**src/rtl/fetch_pkg.sv**
```systemverilog
// Shared types for the instruction-fetch controller: FSM states,
// next-PC select codes, PC type and default vectors.
package fetch_pkg;

  localparam int          PC_W    = 32;
  localparam logic [31:0] RST_VEC = 32'h0000_0020;
  localparam logic [31:0] INT_VEC = 32'h0000_0000;

  typedef logic [PC_W-1:0] pc_t;

  typedef enum logic [2:0] {
    RUN       = 3'd0,
    IMM       = 3'd1,
    INT_DRAIN = 3'd2,
    INT_SAVE  = 3'd3,
    INT_JUMP  = 3'd4,
    RET_WAIT  = 3'd5
  } state_e;

  typedef enum logic [2:0] {
    SEL_HOLD,
    SEL_SEQ,
    SEL_BR,
    SEL_RET,
    SEL_INT
  } pc_sel_e;

endpackage

```
**src/rtl/fetch_pc_mux.sv**
```systemverilog
// Combinational next-PC select: hold, pc+1 (wrapping), branch, return, vector.
// Ports: sel_i code, pc_i current, br_i/ret_i/vec_i sources, pc_o result.
module fetch_pc_mux
  import fetch_pkg::*;
#(
  parameter int W = PC_W
) (
  input  pc_sel_e        sel_i,
  input  logic [W-1:0]   pc_i,
  input  logic [W-1:0]   br_i,
  input  logic [W-1:0]   ret_i,
  input  logic [W-1:0]   vec_i,
  output logic [W-1:0]   pc_o
);

  always_comb begin
    pc_o = pc_i;
    unique case (sel_i)
      SEL_HOLD: pc_o = pc_i;
      SEL_SEQ:  pc_o = pc_i + W'(1);
      SEL_BR:   pc_o = br_i;
      SEL_RET:  pc_o = ret_i;
      SEL_INT:  pc_o = vec_i;
      default:  pc_o = pc_i;
    endcase
  end

endmodule

```
**src/rtl/fetch_controller.sv**
```systemverilog
// Fetch-stage sequencer: owns the PC, IF/ID stall/flush, LDM immediate phase
// and interrupt entry (drain, save PC, vector). Inputs: enable, branch_*,
// return_*, interrupt, ldm_detect, push_ack. Outputs: pc, next_pc, imm_phase,
// if_id_stall/flush, int_push_req, int_saved_pc, state_out.
// Optional FETCH_STALL_CNT_EN adds stall_count (saturating stall/flush cycles).
module fetch_controller
  import fetch_pkg::*;
#(
  parameter int                  PC_WIDTH     = PC_W,
  parameter logic [PC_WIDTH-1:0] RESET_VECTOR = PC_WIDTH'(RST_VEC),
  parameter logic [PC_WIDTH-1:0] INT_VECTOR   = PC_WIDTH'(INT_VEC),
  parameter int                  DRAIN_CYCLES = 3
) (
  input  logic                clk,
  input  logic                reset,
  input  logic                enable,
  input  logic                branch_req,
  input  logic [PC_WIDTH-1:0] branch_target,
  input  logic                return_req,
  input  logic [PC_WIDTH-1:0] return_pc,
  input  logic                return_valid,
  input  logic                interrupt,
  input  logic                ldm_detect,
  input  logic                push_ack,
  output logic [PC_WIDTH-1:0] pc,
  output logic [PC_WIDTH-1:0] next_pc,
  output logic                imm_phase,
  output logic                if_id_stall,
  output logic                if_id_flush,
  output logic                int_push_req,
  output logic [PC_WIDTH-1:0] int_saved_pc,
  output logic [2:0]          state_out
`ifdef FETCH_STALL_CNT_EN
  ,
  output logic [15:0]         stall_count
`endif
);

  localparam int CW = (DRAIN_CYCLES > 1) ? $clog2(DRAIN_CYCLES) : 1;
  localparam logic [CW-1:0] CNT_LAST = CW'(DRAIN_CYCLES - 1);

  state_e              state_q, state_d;
  logic [PC_WIDTH-1:0] pc_q, pc_d;
  logic [PC_WIDTH-1:0] npc_q;
  logic [PC_WIDTH-1:0] saved_q, saved_d;
  logic [PC_WIDTH-1:0] brt_q, brt_d;
  logic                brp_q, brp_d;
  logic                pend_q, pend_d;
  logic [CW-1:0]       cnt_q, cnt_d;
  pc_sel_e             sel;

  logic                int_go;
  logic                br_go;
  logic [PC_WIDTH-1:0] br_tgt;

  // A branch caught during IMM is older than one arriving now.
  assign int_go = pend_q | interrupt;
  assign br_go  = brp_q | branch_req;
  assign br_tgt = brp_q ? brt_q : branch_target;

  fetch_pc_mux #(.W(PC_WIDTH)) u_mux (
    .sel_i (sel),
    .pc_i  (pc_q),
    .br_i  (br_tgt),
    .ret_i (return_pc),
    .vec_i (INT_VECTOR),
    .pc_o  (pc_d)
  );

  always_comb begin
    state_d      = state_q;
    sel          = SEL_HOLD;
    saved_d      = saved_q;
    brp_d        = brp_q;
    brt_d        = brt_q;
    pend_d       = pend_q | interrupt;
    cnt_d        = cnt_q;
    imm_phase    = 1'b0;
    if_id_stall  = 1'b0;
    if_id_flush  = 1'b0;
    int_push_req = 1'b0;
    unique case (state_q)
      RUN: begin
        brp_d = 1'b0;
        if (int_go) begin
          // Save the branch target so a simultaneous branch is not lost.
          state_d     = INT_DRAIN;
          if_id_flush = 1'b1;
          cnt_d       = '0;
          saved_d     = br_go ? br_tgt : pc_q;
        end else if (return_req) begin
          state_d     = RET_WAIT;
          if_id_flush = 1'b1;
        end else if (br_go) begin
          sel         = SEL_BR;
          if_id_flush = 1'b1;
        end else if (!enable) begin
          if_id_stall = 1'b1;
        end else begin
          sel = SEL_SEQ;
          if (ldm_detect) state_d = IMM;
        end
      end
      IMM: begin
        imm_phase = 1'b1;
        if (branch_req) begin
          brp_d = 1'b1;
          brt_d = branch_target;
        end
        if (!enable) begin
          if_id_stall = 1'b1;
        end else begin
          sel     = SEL_SEQ;
          state_d = RUN;
        end
      end
      INT_DRAIN: begin
        if_id_flush = 1'b1;
        if (cnt_q == CNT_LAST) state_d = INT_SAVE;
        else cnt_d = cnt_q + CW'(1);
      end
      INT_SAVE: begin
        // PC still points at the saved word; keep it out of decode.
        if_id_flush  = 1'b1;
        int_push_req = 1'b1;
        if (push_ack) begin
          state_d = INT_JUMP;
          pend_d  = interrupt;
        end
      end
      INT_JUMP: begin
        if_id_flush = 1'b1;
        sel         = SEL_INT;
        state_d     = RUN;
      end
      RET_WAIT: begin
        if_id_flush = 1'b1;
        if (return_valid) begin
          sel     = SEL_RET;
          state_d = RUN;
        end
      end
      default: state_d = RUN;
    endcase
  end

  always_ff @(posedge clk or negedge reset) begin
    if (!reset) begin
      state_q <= RUN;
      pc_q    <= RESET_VECTOR;
      npc_q   <= RESET_VECTOR + PC_WIDTH'(1);
      saved_q <= '0;
      brt_q   <= '0;
      brp_q   <= 1'b0;
      pend_q  <= 1'b0;
      cnt_q   <= '0;
    end else begin
      state_q <= state_d;
      pc_q    <= pc_d;
      npc_q   <= pc_d + PC_WIDTH'(1);
      saved_q <= saved_d;
      brt_q   <= brt_d;
      brp_q   <= brp_d;
      pend_q  <= pend_d;
      cnt_q   <= cnt_d;
    end
  end

  assign pc           = pc_q;
  assign next_pc      = npc_q;
  assign int_saved_pc = saved_q;
  assign state_out    = state_q;

`ifdef FETCH_STALL_CNT_EN
  logic [15:0] scnt_q;

  always_ff @(posedge clk or negedge reset) begin
    if (!reset) begin
      scnt_q <= '0;
    end else if ((if_id_stall || if_id_flush) && scnt_q != 16'hFFFF) begin
      scnt_q <= scnt_q + 16'd1;
    end
  end

  assign stall_count = scnt_q;
`endif

endmodule

```
**config.mk**
```make
export PLATFORM = sky130hd
export DESIGN_NAME = fetch_controller
export DESIGN_NICKNAME = d
export VERILOG_FILES = /design/src/rtl/fetch_pkg.sv /design/src/rtl/fetch_pc_mux.sv /design/src/rtl/fetch_controller.sv
export SDC_FILE = /design/constraint.sdc
export NUM_CORES = 1
export LEC_CHECK = 0
export ABC_AREA = 0
export CORE_UTILIZATION = 41
export CTS_CLUSTER_DIAMETER = 100
export DETAILED_ROUTE_END_ITERATION = 7
export PLACE_DENSITY = 0.8
export SYNTH_ARGS = -nofsm -noshare
export SYNTH_HDL_FRONTEND = slang
export SYNTH_HIERARCHICAL = 1
export SYNTH_SLANG_ARGS = --single-unit
```
**constraint.sdc**
```tcl
create_clock -name clk -period 4.37 [get_ports clk]
set_input_delay 0.6555 -clock clk [delete_from_list [all_inputs] [get_ports clk]]
set_output_delay 0.6555 -clock clk [all_outputs]
set_load 0.02 [all_outputs]
```
==> metrics.yaml <==
logic_synthesis:
  yosysWarnings: 6
  yosysTopAreaCell: "dfrtp_1"
  synth_area_leaders: "dfrtp_1 42%, mux2_2 9.3%, nor3_1 4.1%, nand2_1 4.0%, nor2_1 4.0%"
  synth_top_area_frac: 0.420
  netlist_instances: 859
  synth_most_common_cell: "dfrtp_1"
  ys_seq_area_frac: 0.430
  syn_area_mm2: 0.00787
  synth_edf_count: 0
  yosysUniqueCellTypes: 65
  syn_avg_cell_area_um2: 9.16
  synth_ff_type: "dfrtp_1"
  synth_commonest_cells: "132 x dfrtp_1, 83 x nand2_1, 83 x nor2_1"
  synth_seq_cells: 135
  synthArstFlopShare: 1.00
setup_path:
  path_delay_family: "simple AND/OR/NAND/NOR gates"
  path_buf_inv: 2
  required_ps: 4670
  cp_cell_sequence: "clkdlybuf4s50_1 -> nor3_1 -> and3_1 -> o21ai_0 -> a21oi_2 -> buf_4 -> nand2b_1 -> nor3_1 -> a211oi_1 -> o21a_1 -> o22a_1 -> nand4_4 -> or4_1 -> or4b_1 -> xnor2_1"
  path_depth: 15
  critPathMostFrequentCell: "nor3_1"
  crit_fanout: 10
  startpoint_type: "primary input"
  cpPeakStageDelay_ps: 600
  crit_type: "primary input to flip-flop"
  cp.arrival_ps: 4430
  worstSetupEndpointType: "flip-flop"
  r2r_cells: 13
  crit_path_top_delay_cell: "or4_1"
route:
  vias: 7744
  drc: 0
  dr.first_iter.drc_count: 663
  drt_wl_total_um: 26200
  drt_first_pass_iters: 6
  routedWlPerCell_um: 19.1
  drt-vias-per-instance: 5.66
  drtAntennaViolNets: 0
sta:
  fin_skew_ps: 13.0
  holdWs_ps: 275
  slew_headroom: 0.429
  fin_crit_sh: 0.945
  fin_crit_ps: 4130
  rsz0062_at_grt: "no"
  final_hold_viol_count: 0
  drv_slew: 0
  timing.fmax_mhz: 242
  setup_viol: 0
  worstMarginPinSlew_ps: 856
  fin_tns_setup_ps: 0
floorplan:
  core_mm2: 0.0188
  die_y_um: 141
  io_pins: 176
  row_count: 50
  initial_utilization: 0.419
  die_w_um: 141
  die-area_mm2: 0.0198
grt:
  antenna_found_initial: 0
  grt_pass1_vias: 7453
  grt_max_degree: 83
  grt_overflow: 0
  grt_pass1_wl_um: 41000
  grtUsageTotal: 0.269
clock_tree:
  cts_root_buf: "clkbuf_16"
  cts_setup_buffers: 0
  path_clk_slew_ps: 60
  cts_buffers: 17
  clkLatencyLatePin_ps: 430
  postCtsResizedCells: 0
  cts_tree: "built"
  cts.hold.buffers_added: 0
  h-tree-depth: 4
  clock_path_buffers: 2
  cts_sinks: 135
pwr:
  vdd_drop_max_uv: 413
  p_leak_nw: 4.53
  p_per_area_mw_per_mm2: 695
finish:
  fin_util: 0.595
  final_area_mm2: 0.0112
  num_antenna_cells: 0
  nets: 1200
  final_layout_size_suffix_gt1_frac: 0.193
  area_delta_synth_final_pct: 41.9
placement:
  placed_area_mm2: 0.0106
  place.gp.congestion: 0.928
  hpwlAfterDp_um: 19500
  port-buffer-count: 175
job:
  maxCapViolations: 0
status:
  status: "finished clean"
min_path:
  hp-class: "primary input to asynchronous set/reset pin"
power breakdown:
group          switching, mW  internal [mW]  leakage (nW)  total [mW]
clock                  0.564          0.787         0.255        1.35
combinational           2.07           1.90          2.66        3.97
sequential             0.579           1.86          1.61        2.44
cell families after synthesis:
kind of cell | count (synthesis) | synth area share
flops | 135 | 0.430
other cells | 1 | 0.000476
compound gates | 194 | 0.165
simple gates | 340 | 0.217
buf+inv | 78 | 0.0397
xor+xnor | 36 | 0.0401
fa+ha+maj | 7 | 0.0108
mux | 68 | 0.0968
worst reg2reg max path, stage by stage, from the launching register on:
cell      delay [ps]
dfrtp_1          580
nor3b_4          360
o21ai_0          180
a21oi_2          150
buf_4            180
nand2b_1         220
nor3_1            80
a211oi_1         370
o21a_1           190
o22a_1           200
nand4_4          110
or4_1            600
or4b_1           510
xnor2_1          140
through the flow:
step,instances,total power [mW],worst slack [ps]
floorplan,890,4.42,73.0
global placement,1336,6.30,-78.7
detailed placement,1336,6.35,-171
CTS,1367,7.75,230
global route,1367,8.18,7.64
finish,1367,7.77,240
registers in the layout, summed over array words and instances (netlist names):
| signal | cells |
|---|---|
| brp_q | 1 |
| brt_q | 32 |
| cnt_q | 2 |
| int_saved_pc | 32 |
| next_pc | 32 |
| pc | 32 |
| pend_q | 1 |
| state_out | 3 |
cell usage in the layout, fill, tap and decap left out, drive strengths merged, types with 7 or more instances in the layout:
| cell | count |
|---|---|
| o21ai | 43 |
| and3 | 9 |
| xnor2 | 25 |
| and4 | 10 |
| dfrtp | 132 |
| o31ai | 37 |
| clkinv | 7 |
| conb | 32 |
| clkdlybuf4s50 | 174 |
| mux2 | 65 |
| buf | 95 |
| nor3 | 68 |
| xor2 | 11 |
| a21oi | 31 |
| inv | 20 |
| nor2b | 8 |
| nor2 | 83 |
| nand3 | 34 |
| a2bb2oi | 8 |
| a22oi | 12 |
| clkbuf | 18 |
| nand4 | 16 |
| nand2 | 83 |
| a211oi | 15 |
| o21a | 8 |
final cells by class:
class                           instances  area, um2
Clock buffer                           18        439
Clock inverter                         13        109
Fill cell                            1607       7600
Inverter                               21       78.8
Multi-Input combinational cell        677       4370
Sequential cell                       135       3380
Tap cell                              234        293
Timing Repair Buffer                  269       2500
layer usage:
layer,vias to the layer above,share of wire,global-route usage
met5,-,0,0
met4,0,0.022,0.101
met3,39,0.065,0.0410
met2,313,0.44,0.398
met1,3777,0.47,0.395
li1,3615,-,-
path summary, 6_finish.rpt:
kind,start,end,slack [ps]
min reg2reg,int_saved_pc[8]$_DFFE_PN0P_,int_saved_pc[8]$_DFFE_PN0P_,480
max in group asynchronous,reset,int_saved_pc[25]$_DFFE_PN0P_,3210
min in group clk,int_saved_pc[8]$_DFFE_PN0P_,int_saved_pc[8]$_DFFE_PN0P_,480
max,interrupt,next_pc[30]$_DFF_PN0_,240
max reg2reg,state_out[0]$_DFFE_PN0P_,next_pc[30]$_DFF_PN0_,390
min,reset,brt_q[3]$_DFFE_PN0P_,280
Power figures use the tool's default switching activity.
